==> src/rtl/hazard_ctrl.sv <==
// Pipeline hazard unit: operand forwarding for E and D, load/branch/MDU stall
// detection, an MDU busy timer and a saturating stall-cycle counter.
module hazard_ctrl #(
    parameter int ADDR_WIDTH  = 5,
    parameter int MDU_LATENCY = 4,
    parameter int CNT_WIDTH   = 16
) (
    input  logic                  clk,
    input  logic                  rst_n,
    input  logic [ADDR_WIDTH-1:0] rsD,
    input  logic [ADDR_WIDTH-1:0] rtD,
    input  logic [ADDR_WIDTH-1:0] rsE,
    input  logic [ADDR_WIDTH-1:0] rtE,
    input  logic [ADDR_WIDTH-1:0] WriteRegE,
    input  logic                  RegWriteE,
    input  logic                  MemtoRegE,
    input  logic [ADDR_WIDTH-1:0] WriteRegM,
    input  logic                  RegWriteM,
    input  logic                  MemtoRegM,
    input  logic [ADDR_WIDTH-1:0] WriteRegW,
    input  logic                  RegWriteW,
    input  logic                  BranchD,
    input  logic                  MduStartE,
    input  logic                  MduReadD,
    input  logic                  StallCntClr,
    output logic [1:0]            ForwardAE,
    output logic [1:0]            ForwardBE,
    output logic                  ForwardAD,
    output logic                  ForwardBD,
    output logic                  StallF,
    output logic                  StallD,
    output logic                  FlushE,
    output logic                  MduBusy,
    output logic [CNT_WIDTH-1:0]  StallCount
);

    localparam logic [ADDR_WIDTH-1:0] ZERO_REG   = '0;
    localparam logic [7:0]            MDU_RELOAD = 8'(MDU_LATENCY - 1);

    logic [7:0] mdu_cnt;
    logic       lwstall;
    logic       branchstall;
    logic       mdustall;
    logic       stall;
    logic       e_hits_d;
    logic       m_hits_d;

    // M result takes priority over W because it is the younger write.
    always_comb begin
        ForwardAE = 2'b00;
        if (rsE != ZERO_REG && rsE == WriteRegM && RegWriteM)
            ForwardAE = 2'b10;
        else if (rsE != ZERO_REG && rsE == WriteRegW && RegWriteW)
            ForwardAE = 2'b01;
    end

    always_comb begin
        ForwardBE = 2'b00;
        if (rtE != ZERO_REG && rtE == WriteRegM && RegWriteM)
            ForwardBE = 2'b10;
        else if (rtE != ZERO_REG && rtE == WriteRegW && RegWriteW)
            ForwardBE = 2'b01;
    end

    assign ForwardAD = (rsD != ZERO_REG) && (rsD == WriteRegM) && RegWriteM;
    assign ForwardBD = (rtD != ZERO_REG) && (rtD == WriteRegM) && RegWriteM;

    assign e_hits_d = (WriteRegE != ZERO_REG) && (WriteRegE == rsD || WriteRegE == rtD);
    assign m_hits_d = (WriteRegM != ZERO_REG) && (WriteRegM == rsD || WriteRegM == rtD);

    assign lwstall     = MemtoRegE && RegWriteE && e_hits_d;
    // A branch compared in D cannot use an ALU result still in E, nor load data still in M.
    assign branchstall = BranchD && ((RegWriteE && e_hits_d) || (MemtoRegM && m_hits_d));
    assign MduBusy     = (mdu_cnt != 8'd0) || MduStartE;
    assign mdustall    = MduReadD && MduBusy;
    assign stall       = lwstall || branchstall || mdustall;

    assign StallF = stall;
    assign StallD = stall;
    assign FlushE = stall;

    // The issue cycle counts as the first busy cycle, so only LATENCY-1 remain.
    always_ff @(posedge clk or negedge rst_n) begin
        if (!rst_n)
            mdu_cnt <= 8'd0;
        else if (mdu_cnt != 8'd0)
            mdu_cnt <= mdu_cnt - 8'd1;
        else if (MduStartE)
            mdu_cnt <= MDU_RELOAD;
    end

    always_ff @(posedge clk or negedge rst_n) begin
        if (!rst_n)
            StallCount <= '0;
        else if (StallCntClr)
            StallCount <= '0;
        else if (StallD && StallCount != '1)
            StallCount <= StallCount + 1'b1;
    end

endmodule
==> config.mk <==
export PLATFORM = sky130hd
export DESIGN_NAME = hazard_ctrl
export DESIGN_NICKNAME = d
export VERILOG_FILES = /design/src/rtl/hazard_ctrl.sv
export SDC_FILE = /design/constraint.sdc
export NUM_CORES = 1
export LEC_CHECK = 0
export ABC_AREA = 1
export CAP_MARGIN = 20
export CORE_ASPECT_RATIO = 0.5
export CORE_MARGIN = 5
export CORE_UTILIZATION = 40
export CTS_CLUSTER_SIZE = 25
export DETAILED_ROUTE_END_ITERATION = 10
export PLACE_DENSITY = 0.75
export SYNTH_ARGS = -nofsm -noshare
export SYNTH_HDL_FRONTEND = slang
export SYNTH_SLANG_ARGS = --single-unit
==> constraint.sdc <==
create_clock -name clk -period 2.1 [get_ports clk]
set_clock_uncertainty 0.2 [all_clocks]
set_input_delay 0.42 -clock clk [delete_from_list [all_inputs] [get_ports clk]]
set_output_delay 0.42 -clock clk [all_outputs]
set_load 0.01 [all_outputs]
== After elaboration in Yosys (flattened, before gate mapping) ==
Cells that the tools add are included.
Word-level totals
  flip-flop bits (word level): 24
  output and inout port bits: 26
  word-level logic and storage cells: 59
Operators by class
  add/sub/neg operators: 2
  equality and inequality tests: 11
  mux-type cells: 8
  reductions and logical operators: 36
Operators by type and width (count)
  == test 5 bit: 10
  2-to-1 mux 16 bit: 2
  nonzero test 5 bit: 6
  logical AND 1 bit: 21
  adder 16 x 1 -> 16 bit, second input constant: 1
  2-to-1 mux 8 bit: 2
  inequality test 16 bit, second input constant: 1
  nonzero test 8 bit: 1
  subtractor 8 x 1 -> 8 bit, second input constant: 1
  logical OR 1 bit: 6
  2-to-1 mux 2 bit: 2
  nonzero test 2 bit: 2
  2-to-1 mux 1 bit: 2

== Logic depth before layout (Yosys ltp) ==
Gate-level depths: netlist of run 1.
  depth after elaboration: 11
  gate-level depth with buffers: 15
  depth with buffers taken out: 13

== Worst setup path before layout of run 1 ==
Ideal clock, no wire load.
  kind: flip-flop to output port
  start point: register mdu_cnt[0]
  end point: output StallD
  arrival: 1.588 ns
  required time: 1.480 ns
  path slack: -0.108 ns
  cell stages (with the launch flop): 10
  cell sequence: dfrtp_1 > inv_1 > ha_1 > nand4_4 > or2_1 > buf_6 > nand2_4 > nand2_4 > buf_4 > buf_4
On the way
  word-level cells in the longest chain between the ends: 4
RTL lines
  start, declared: RTL line 40  | logic [7:0] mdu_cnt;
  start signal, assigned: RTL line 87  | mdu_cnt <= mdu_cnt - 8'd1;
  nonzero test 8 bit: RTL line 74  | assign MduBusy = (mdu_cnt != 8'd0) || MduStartE;
  logical OR 1 bit: RTL line 74
  net MduBusy: RTL line 33  | output logic MduBusy,
  logical AND 1 bit: RTL line 75  | assign mdustall = MduReadD && MduBusy;
  logical OR 1 bit: RTL line 76  | assign stall = lwstall || branchstall || mdustall;
  end, declared: RTL line 31  | output logic StallD,
The timed path passes the listed nets, and every way through them passes these cells.

== Worst setup path in the final report of run 1 ==
  start point: input rsD[3]
  end point: output FlushE
On the way
  word-level cells in the longest chain between the ends: 8
  elaborated cells between the ends (all ways): 13
  those cells by class: eq/ne: 2; reduce/logical: 11
RTL lines
  start, declared: RTL line 10  | input logic [ADDR_WIDTH-1:0] rsD,
  == test 5 bit, on equally long branches: RTL line 68, 69
  logical OR 1 bit, on equally long branches: RTL line 68, 69
  logical AND 1 bit, on equally long branches: RTL line 68, 69
  logical AND 1 bit: RTL line 73  | assign branchstall = BranchD && ((RegWriteE && e_hits_d) || (MemtoRegM && m_hits_d));
  logical OR 1 bit: RTL line 73
  logical AND 1 bit: RTL line 73
  logical OR 1 bit * (2 in series): RTL line 76
  end, declared: RTL line 32  | output logic FlushE,
Every way passes the cells marked *; elsewhere a longest branch is shown, timed or not.

==> results of run 1 <==
==> worst paths after layout <==
kind / endpoint / slack (ns) / depth (start not counted)
max in group asynchronous: StallCount[6]$_DFFE_PN0P_ / 1.14 / 2
worst min-delay path: mdu_cnt[1]$_DFFE_PN0N_ / 0.31 / 2
worst max register to register: StallCount[0]$_DFFE_PN0P_ / 0.11 / 11
worst max-delay path: FlushE / -0.09 / 12
worst min register to register: StallCount[14]$_DFFE_PN0P_ / 0.35 / 2
min in group clk: StallCount[14]$_DFFE_PN0P_ / 0.35 / 2
==> where the power goes <==
group          total (uW)  leakage, uW  switching [uW]  internal, uW
sequential            595     0.000316            46.6           549
combinational         816      0.00142             399           417
clock                 409    0.0000357             154           255
total                1820      0.00177             600          1220
==> sequential cells by signal (all words and copies together) (netlist names) <==
name	cells
StallCount	16
mdu_cnt	8
==> placed cells by master (no fill, tap or decap), drive strengths merged <==
| cell type | instances |
|---|---|
| nand2 | 94 |
| buf | 77 |
| inv | 50 |
| nand3 | 37 |
| nor2 | 35 |
| clkdlybuf4s50 | 24 |
| dfrtp | 24 |
| xor2 | 20 |
| nand4 | 20 |
| dlygate4sd2 | 8 |
| o21ai | 8 |
| clkbuf | 8 |
| nor3 | 7 |
| xnor2 | 7 |
| clkdlybuf4s15 | 7 |
| a21oi | 4 |
| nor4 | 4 |
| ha | 3 |
| o22ai | 2 |
| a211oi | 2 |
| or2 | 2 |
| o2111ai | 1 |
| a221oi | 1 |
| o211ai | 1 |
| and3 | 1 |
| a311oi | 1 |
| bufinv | 1 |
| dlymetal6s2s | 1 |
==> worst max-delay path, cell delays in order <==
cell             delay [ns]
clkdlybuf4s15_2        0.20
buf_4                  0.14
nand2_1                0.05
nand2_1                0.05
nor2_1                 0.11
nand3_1                0.09
nand2_1                0.07
nand2_1                0.07
nand2_1                0.08
nand2_2                0.09
nand2_8                0.10
buf_6                  0.10
==> through the flow <==
step           hold slack [ns]  instances  instance area [um^2]  TNS, ns
2_1_floorplan          -0.0756        335                  2240  -0.0156
3_3_place_gp             0.321        512                  3290   -14.78
3_5_place_dp             0.325        512                  3290   -15.54
4_1_cts                  0.319        521                  3360   -0.357
5_1_grt                  0.325        523                  3370    -1.89
6_report                 0.305        523                  3370   -0.340
==> layout make-up <==
type	instances	area, um^2
Timing Repair Buffer	122	975
Inverter	50	188
Multi-Input combinational cell	250	1440
Sequential cell	24	602
Clock buffer	3	41.3
Tap cell	73	91.3
Clock inverter	1	30.0
Fill cell	504	2050
==> layer usage <==
metal | track usage, % | up-vias | share of wire [%]
met5 | 0 | - | 0
met3 | 2.51 | 8 | 4.5
met2 | 32.4 | 72 | 50
met4 | 3.95 | 0 | 1.4
met1 | 23.8 | 1185 | 44
li1 | - | 1307 | -
==> cell families (layout without fill, tap and decap cells) <==
group           after synthesis  in the layout  synth area share [%]
xor+xnor                     27             27                  10.7
buf+inv                      61            176                  11.8
compound gates               20             20                  5.48
simple gates                200            200                  43.2
fa+ha+maj                     3              3                  1.70
flops                        24             24                  27.1
==> timing repair <==
item                                    in CTS  in global routing
setup buffers                                5                  2
endpoints found under the setup margin      26                 27
pin swaps                                   31                 24
resized for setup                          153                 27
==> metrics.txt, run 1 <==
outcome complete, but fails checks; failing checks negative setup slack; Std-Cell Rows 19; Final Wtd Congestion 0.962; # diodes 0; crit path DAT 1.57 ns; Post-Syn Area 0.00221 mm^2; vias in the first global route 2480; Final Max Tran Viols 0; Clock Sinks 24; drt wl/cell between 10 and 15 um; Root Buffer clkbuf_8; core area 0.00542 mm^2; Yosys cell types 34; Synth-to-Final Area Change 52.1%; top_reg_cell synth dfrtp_1; Min-Delay Path Class in -> async; port bufs 71; relative max-transition margin 71.5%; Seq/Total Area, Yosys 27.1%; die width 115 um; leading post-synthesis cells by cell area dfrtp_1 (27%), nand2_1 (15%), inv_1 (8.0%); most common cell in the synthesized netlist nand2_1; CTS tree built; Final period util 104%; PnR Total Power 1820 uW; Post-DP HPWL roughly 5.2 mm; Pwr per Cell Area 541 mW/mm^2; number of max-cap violations 0; vias 2572; fmax 0.456 GHz; drc violations 0; die area 0.00721 mm^2; H-tree depth 1; Seq cells post-synth 24; unrepaired setup endpoints after global routing true; Clk Latency, worst-skew pair 0.27 ns; Worst Setup Start Kind input port; share of the synthesized area in the top cell type a little over a quarter; VDD IR max 0.000412 V; total gr overflow 0; Final nets 500; Reg clk slew, reported paths 0.09 ns; 1st-pass router iterations 4; I/O pins 72; Required @ worst endpoint 1.48 ns; peak fanout along the critical path 4; pre-CTS setup slack -0.824 ns; worst slew pin tran 0.424 ns; Vias per Instance 4.92; cell accounting for the most synthesized area dfrtp_1; Max Root-Sink Buffers 2; largest net degree at the start of global routing 25; slack of the critical path -0.0942 ns; R2R Path Start mdu_cnt[5]$_DFFE_PN0N_; ys async rst share 100%; Crit. End Element output pin; EDFF count, synth 0; Iter 0 DRT Violations 98; Final Util 62.1%; Worst Setup Path Type in -> out; final setup vio count 4; syn_area_per_cell 6.61 um^2; Syn Nets 384; final wirelength about 6.6 mm; most instantiated cells after synthesis nand2_1 (90), inv_1 (47), nand3_1 (34), nor2_1 (31), dfrtp_1 (24); Initial Utilization 40.8%; Pleak 0.00177 uW; crit path from rsD[3]; layout cell share with drive strength beyond 1 29.1%; first-pass GRT wire length 11.2 mm; Total Routing Usage GR 18.4%; # hold bufs at CTS 0; ANT nets after route 0; min Tclk post-route 2.19 ns; yosys synthesis warning count 0; Num CTS Buffers 3; Hold Vio Cnt, Final 0; die height 62.6 um; antenna violations before repair 0; Post-Syn Instances roughly 340
No activity file was read; power rests on OpenSTA's default activity.
==> run 2: changes to the inputs <==
Settings changed: GPL_TIMING_DRIVEN set to 0, MAX_ROUTING_LAYER set to met4.
==> run 2 against run 1 <==
  * The flow still finishes with violations (negative setup slack)
  * Final cell count is 2.5% lower
  * Worst setup slack got worse by 0.20 ns
  * Utilization grew 1.1 points
  * Power down 3.4%
  * Fmax shrank 8.3%
  * Global-route usage increased by 0.48 points
  * Register-to-register slack got worse by 0.11 ns
  * Sequential power about the same
  * Clock-buffer cell count stayed put
  * Clock power about the same
  * Critical path type is now reg -> out
  * Die area is the same
  * Critical path depth down 2
==> metrics.txt, run 2 (synthesis gave the netlist of run 1 again) <==
unrepaired setup endpoints after global routing true; Initial Utilization approximately two fifths; outcome complete, but fails checks; worst slew pin tran approximately 0.6 ns; part of the power in combinational logic between 40% and 50%; Final nets 487; largest net degree at the start of global routing 25; core area 0.00542 mm^2; clock share of power 23.4%; relative max-transition margin 59.6%; crit path DAT 1.77 ns; Std-Cell Rows 19; most frequent cells in the layout nand2_1 (89), inv_1 (37), nor2_1 (29), buf_4 (29), clkdlybuf4s50_1 (24); 1st-pass router iterations 4; Synth-to-Final Area Change 54.7%; final wirelength about 6.9 mm; Crit-path slowest cell dfrtp_1; Reg with most FFs StallCount; die area 0.00721 mm^2; commonest non-fill, non-tap cell in the layout nand2_1; Pwr per Cell Area a little over 500 mW/mm^2; Placed Area approximately 0.0030 mm^2; peak fanout along the critical path 5; Worst Setup Path Type reg -> out; Crit. End Element output pin; Worst Setup Start Kind flop; first-pass GRT wire length roughly 11 mm; setup TNS -0.982 ns; Total Routing Usage GR 18.8%; Post-DP HPWL 4.94 mm; die width 115 um; Final Wtd Congestion ~0.94; Pleak 0.00173 uW; number of max-cap violations 0; final std cells w/o fill 510; min Tclk post-route 2.39 ns; Design Area, Final 0.00342 mm^2; Root Buffer clkbuf_8; Worst R2R End StallCount[10]$_DFFE_PN0P_; drt wl/cell 13.6 um; vias approximately 2600; CTS tree built; Hold Vio Cnt, Final 0; die height 62.6 um; R2R Path Start StallCount[1]$_DFFE_PN0P_; port bufs 69; FILL cells 477; R2R setup slack 0 ns; I/O pins 72; crit-path max cell delay approximately 0.4 ns; ANT nets after route 0; failing checks negative setup slack; vias in the first global route 2436; Required @ worst endpoint 1.48 ns; Min-Delay Path Class in -> async; VDD IR max about 0.00033 V; switching portion of total power 34.0%; Num CTS Buffers 3; cell breakdown of the critical path nor2_2 -> nand2_1 -> inv_2 -> nand4_4 -> or2_4 -> nand2_4 -> nand2_4 -> buf_8 -> buf_6 -> buf_6; Final period util 114%; Max Root-Sink Buffers 2; H-tree depth 1; drc violations 0; layout cell share with drive strength beyond 1 29.5%; Clock Sinks 24; sw power 598 uW; Clk Latency, worst-skew pair 0.27 ns; # placed instances 477; slack of the critical path -0.292 ns; Iter 0 DRT Violations 127; fmax 0.418 GHz; Internal Pwr Total 1160 uW; final setup vio count 4; sequential power share 33.9%; Vias per Instance 5.02; Reg clk slew, reported paths approximately 0.09 ns; # diodes 0; total gr overflow 0; Final Max Tran Viols 0; reg2reg path depth 12; antenna violations before repair 0; max FFs per register 16; biggest regs StallCount x16, mdu_cnt x8
[run 2: changes by cell type in the layout (fill, tap and decap cells not counted), moves of 3 or more]
cell     delta
nand3_2    +12
inv_2       -4
nand3_1    -14
buf_6       +4
buf_2       -3
buf_4      -21
[run 2: metal layers]
| metal | track usage, % | wire [um] | vias to the layer above |
|---|---|---|---|
| met2 | 32.5 | 3500 | 69 |
| met1 | 23.9 | 3080 | 1190 |
| li1 | - | - | 1293 |
| met3 | 2.22 | 286 | 8 |
| met5 | - | 0 | - |
| met4 | 3.66 | 71 | 0 |
[run 2: critical path, delay by kind of cell (launching register included)]
family,cells,cell delay [ns]
AND/OR/NAND/NOR,6,0.70
flip-flops,1,0.41
buffers and inverters,4,0.40
[run 2: worst max path at each step]
stage | start | endpoint | slack, ns | depth (start not counted)
floorplan | mdu_cnt[5]$_DFFE_PN0N_ | StallD | -0.008 | 10
global placement | WriteRegM[3] | StallD | -1.22 | 14
detailed placement | WriteRegM[3] | StallD | -1.23 | 14
CTS | mdu_cnt[4]$_DFFE_PN0N_ | StallD | -0.29 | 10
global route | mdu_cnt[5]$_DFFE_PN0N_ | StallF | -0.40 | 10
finish | mdu_cnt[5]$_DFFE_PN0N_ | StallD | -0.29 | 10
[run 2: final cells by class]
type	count	area, um^2	share of cell area, %
multi-input cells	250	1530	44.6
repair buffers	99	848	24.8
flip-flops and latches	24	602	17.6
inverters	50	193	5.63
plain buffers	10	92.6	2.70
well taps	73	91.3	2.67
clock buffers	3	41.3	1.21
clock inverters	1	30.0	0.877
[run 2: per-stage QoR]
stage / hold WS [ns] / setup WS, ns / utilization [%] / power (uW)
2_1_floorplan: -0.0756 / -0.00781 / - / 994
6_report: 0.218 / -0.292 / 63.2 / 1760
5_1_grt: 0.228 / -0.395 / 63.2 / 1890
4_1_cts: 0.361 / -0.286 / 58.4 / 1700
3_5_place_dp: 0.284 / -1.23 / 55.8 / 1220
3_3_place_gp: 0.280 / -1.22 / 55.8 / 1190
[run 2: timing repair]
item | CTS | global route
pin swaps | 18 | 36
endpoints found under the setup margin | 26 | 26
endpoints found under the hold margin | 0 | 0
gates resized for setup | 146 | 45
setup buffers | 16 | 12
cloned | 0 | 1
hold buffers | 0 | 0
[run 2: power by group through the flow]
stage	clock (uW)	sequential (uW)	combinational, uW
3_3_place_gp	0	617	576
2_1_floorplan	0	612	382
4_1_cts	422	594	679
3_5_place_dp	0	620	600
6_report	411	596	751
5_1_grt	448	611	828
==> run 3: changes to the inputs <==
Settings changed: CAP_MARGIN 20 to 40.
==> run 3 against run 2 <==
  * The run still ends with negative setup slack left
  * Fmax down 1.5%
  * Sequential share of layout area is 0.23 points higher
  * Power decreased by 0.26%
  * Highest routed layer unchanged
  * Clock power about the same
  * Flip-flop and latch count is the same
  * Clock-buffer cell count did not move
  * Critical endpoint unchanged
  * Utilization fell by 0.83 points
  * Critical path depth stayed put
==> metrics.txt, run 3 (synthesis gave the netlist of run 1 again) <==
outcome complete, but fails checks; failing checks negative setup slack; total gr overflow 0; Final Max Tran Viols 0; antenna violations before repair 0; Design Area, Final ~0.0034 mm^2; CTS tree built; Final nets 483; relative max-transition margin a little under two thirds; Worst R2R End StallCount[9]$_DFFE_PN0P_; Clock Sinks 24; Iter 0 DRT Violations 109; most frequent cells in the layout nand2_1 (89), inv_1 (38), nand3_1 (30), nor2_1 (28), buf_4 (27); max FFs per register 16; R2R Path Start StallCount[1]$_DFFE_PN0P_; Std-Cell Rows 19; Clk Latency, worst-skew pair 0.27 ns; drc violations 0; Max Root-Sink Buffers 2; Post-DP HPWL 5.03 mm; PnR Total Power 1750 uW; Root Buffer clkbuf_8; port bufs 69; min Tclk post-route 2.43 ns; Crit. End Element output pin; Pleak 0.00172 uW; Final Wtd Congestion roughly 0.94; slack of the critical path -0.328 ns; Worst Setup Path Type reg -> out; Total Routing Usage GR 18.7%; crit path DAT 1.81 ns; VDD IR max roughly 0.00034 V; Worst Setup Start Kind flop; pre-CTS setup slack -1.24 ns; Synth-to-Final Area Change 52.6%; H-tree depth 1; 1st-pass router iterations 5; die width 115 um; Final period util 116%; number of max-cap violations 0; Initial Utilization between 40% and 50%; Required @ worst endpoint ~1.5 ns; I/O pins 72; Pwr per Cell Area 519 mW/mm^2; die area 0.00721 mm^2; layout cell share with drive strength beyond 1 around 27%; fmax between 0.4 and 0.5 GHz; drt wl/cell between 10 and 15 um; final std cells w/o fill 506; final wirelength 6.95 mm; die height 62.6 um; crit path from mdu_cnt[5]$_DFFE_PN0N_; # diodes 0; largest net degree at the start of global routing 17; Placed Area 0.00304 mm^2; vias roughly 2600; R2R setup slack -0.11 ns; Hold Vio Cnt, Final 0; first-pass GRT wire length 11.0 mm; commonest non-fill, non-tap cell in the layout nand2_1; worst slew pin tran approximately 0.54 ns; reg2reg path depth 11; ANT nets after route 0; peak fanout along the critical path 6; unrepaired setup endpoints after global routing true; Reg clk slew, reported paths 0.09 ns; final setup vio count 19; Min-Delay Path Class in -> async; vias in the first global route roughly 2400; core area 0.00542 mm^2; Vias per Instance 5.07; worst setup path end StallD; setup TNS -2.13 ns; Num CTS Buffers 3; # placed instances ~480; biggest regs StallCount x16, mdu_cnt x8; Reg with most FFs StallCount
[run 3: worst min path at each step]
| stage | from | end | slack (ns) | cells after the start |
|---|---|---|---|---|
| detailed placement | mdu_cnt[5]$_DFFE_PN0N_ | mdu_cnt[5]$_DFFE_PN0N_ | 0.29 | 1 |
| CTS | rst_n | StallCount[5]$_DFFE_PN0P_ | 0.29 | 1 |
| global placement | mdu_cnt[5]$_DFFE_PN0N_ | mdu_cnt[5]$_DFFE_PN0N_ | 0.28 | 1 |
| floorplan | rst_n | StallCount[0]$_DFFE_PN0P_ | -0.08 | 0 |
| finish | rst_n | StallCount[5]$_DFFE_PN0P_ | 0.28 | 1 |
| global route | rst_n | StallCount[5]$_DFFE_PN0P_ | 0.30 | 1 |
[run 3: critical path, cell delays in order (launching register included)]
cell and delay [ns]:
dfrtp_1 0.41, nor2_2 0.14, nand2_1 0.08, inv_2 0.08
nand4_4 0.08, or2_4 0.28, nand2_4 0.07, nand2_4 0.05
buf_8 0.13, buf_6 0.11, buf_6 0.11
[run 3: area by class of cell]
type / instances / area [um^2]
Multi-Input combinational cell: 251 / 1530
Clock buffer: 3 / 41.3
Sequential cell: 24 / 602
Inverter: 50 / 193
Tap cell: 73 / 91.3
Fill cell: 497 / 2040
Timing Repair Buffer: 95 / 805
Clock inverter: 1 / 30.0
Buffer: 9 / 91.3
[run 3: timing repair]
action / 4_1_cts / 5_1_grt
hold buffers: 0 / 0
cloned: 0 / 2
pin swaps: 19 / 44
resized for setup: 134 / 67
setup buffers: 14 / 11
setup endpoints to repair: 26 / 26
[run 3: through the flow]
step | utilization [%] | hold WS [ns]
final | 62.3 | 0.278
after global routing | 62.3 | 0.304
after CTS | 57.6 | 0.287
after detailed placement | 56.1 | 0.292
after global placement | 55.8 | 0.280
after floorplan | - | -0.0756
[run 3: layer usage]
metal	global-route usage, %	wire length [um]	vias up
met4	3.66	74	0
met3	2.71	284	8
met5	-	0	-
li1	-	-	1279
met1	23.3	3100	1194
met2	32.3	3490	84
[run 3: where the power goes]
part | leakage [uW] | total, uW | internal [uW] | switching [uW]
sequential | 0.000316 | 597 | 549 | 47.4
combinational | 0.00137 | 746 | 350 | 395
clock | 0.0000357 | 411 | 255 | 156
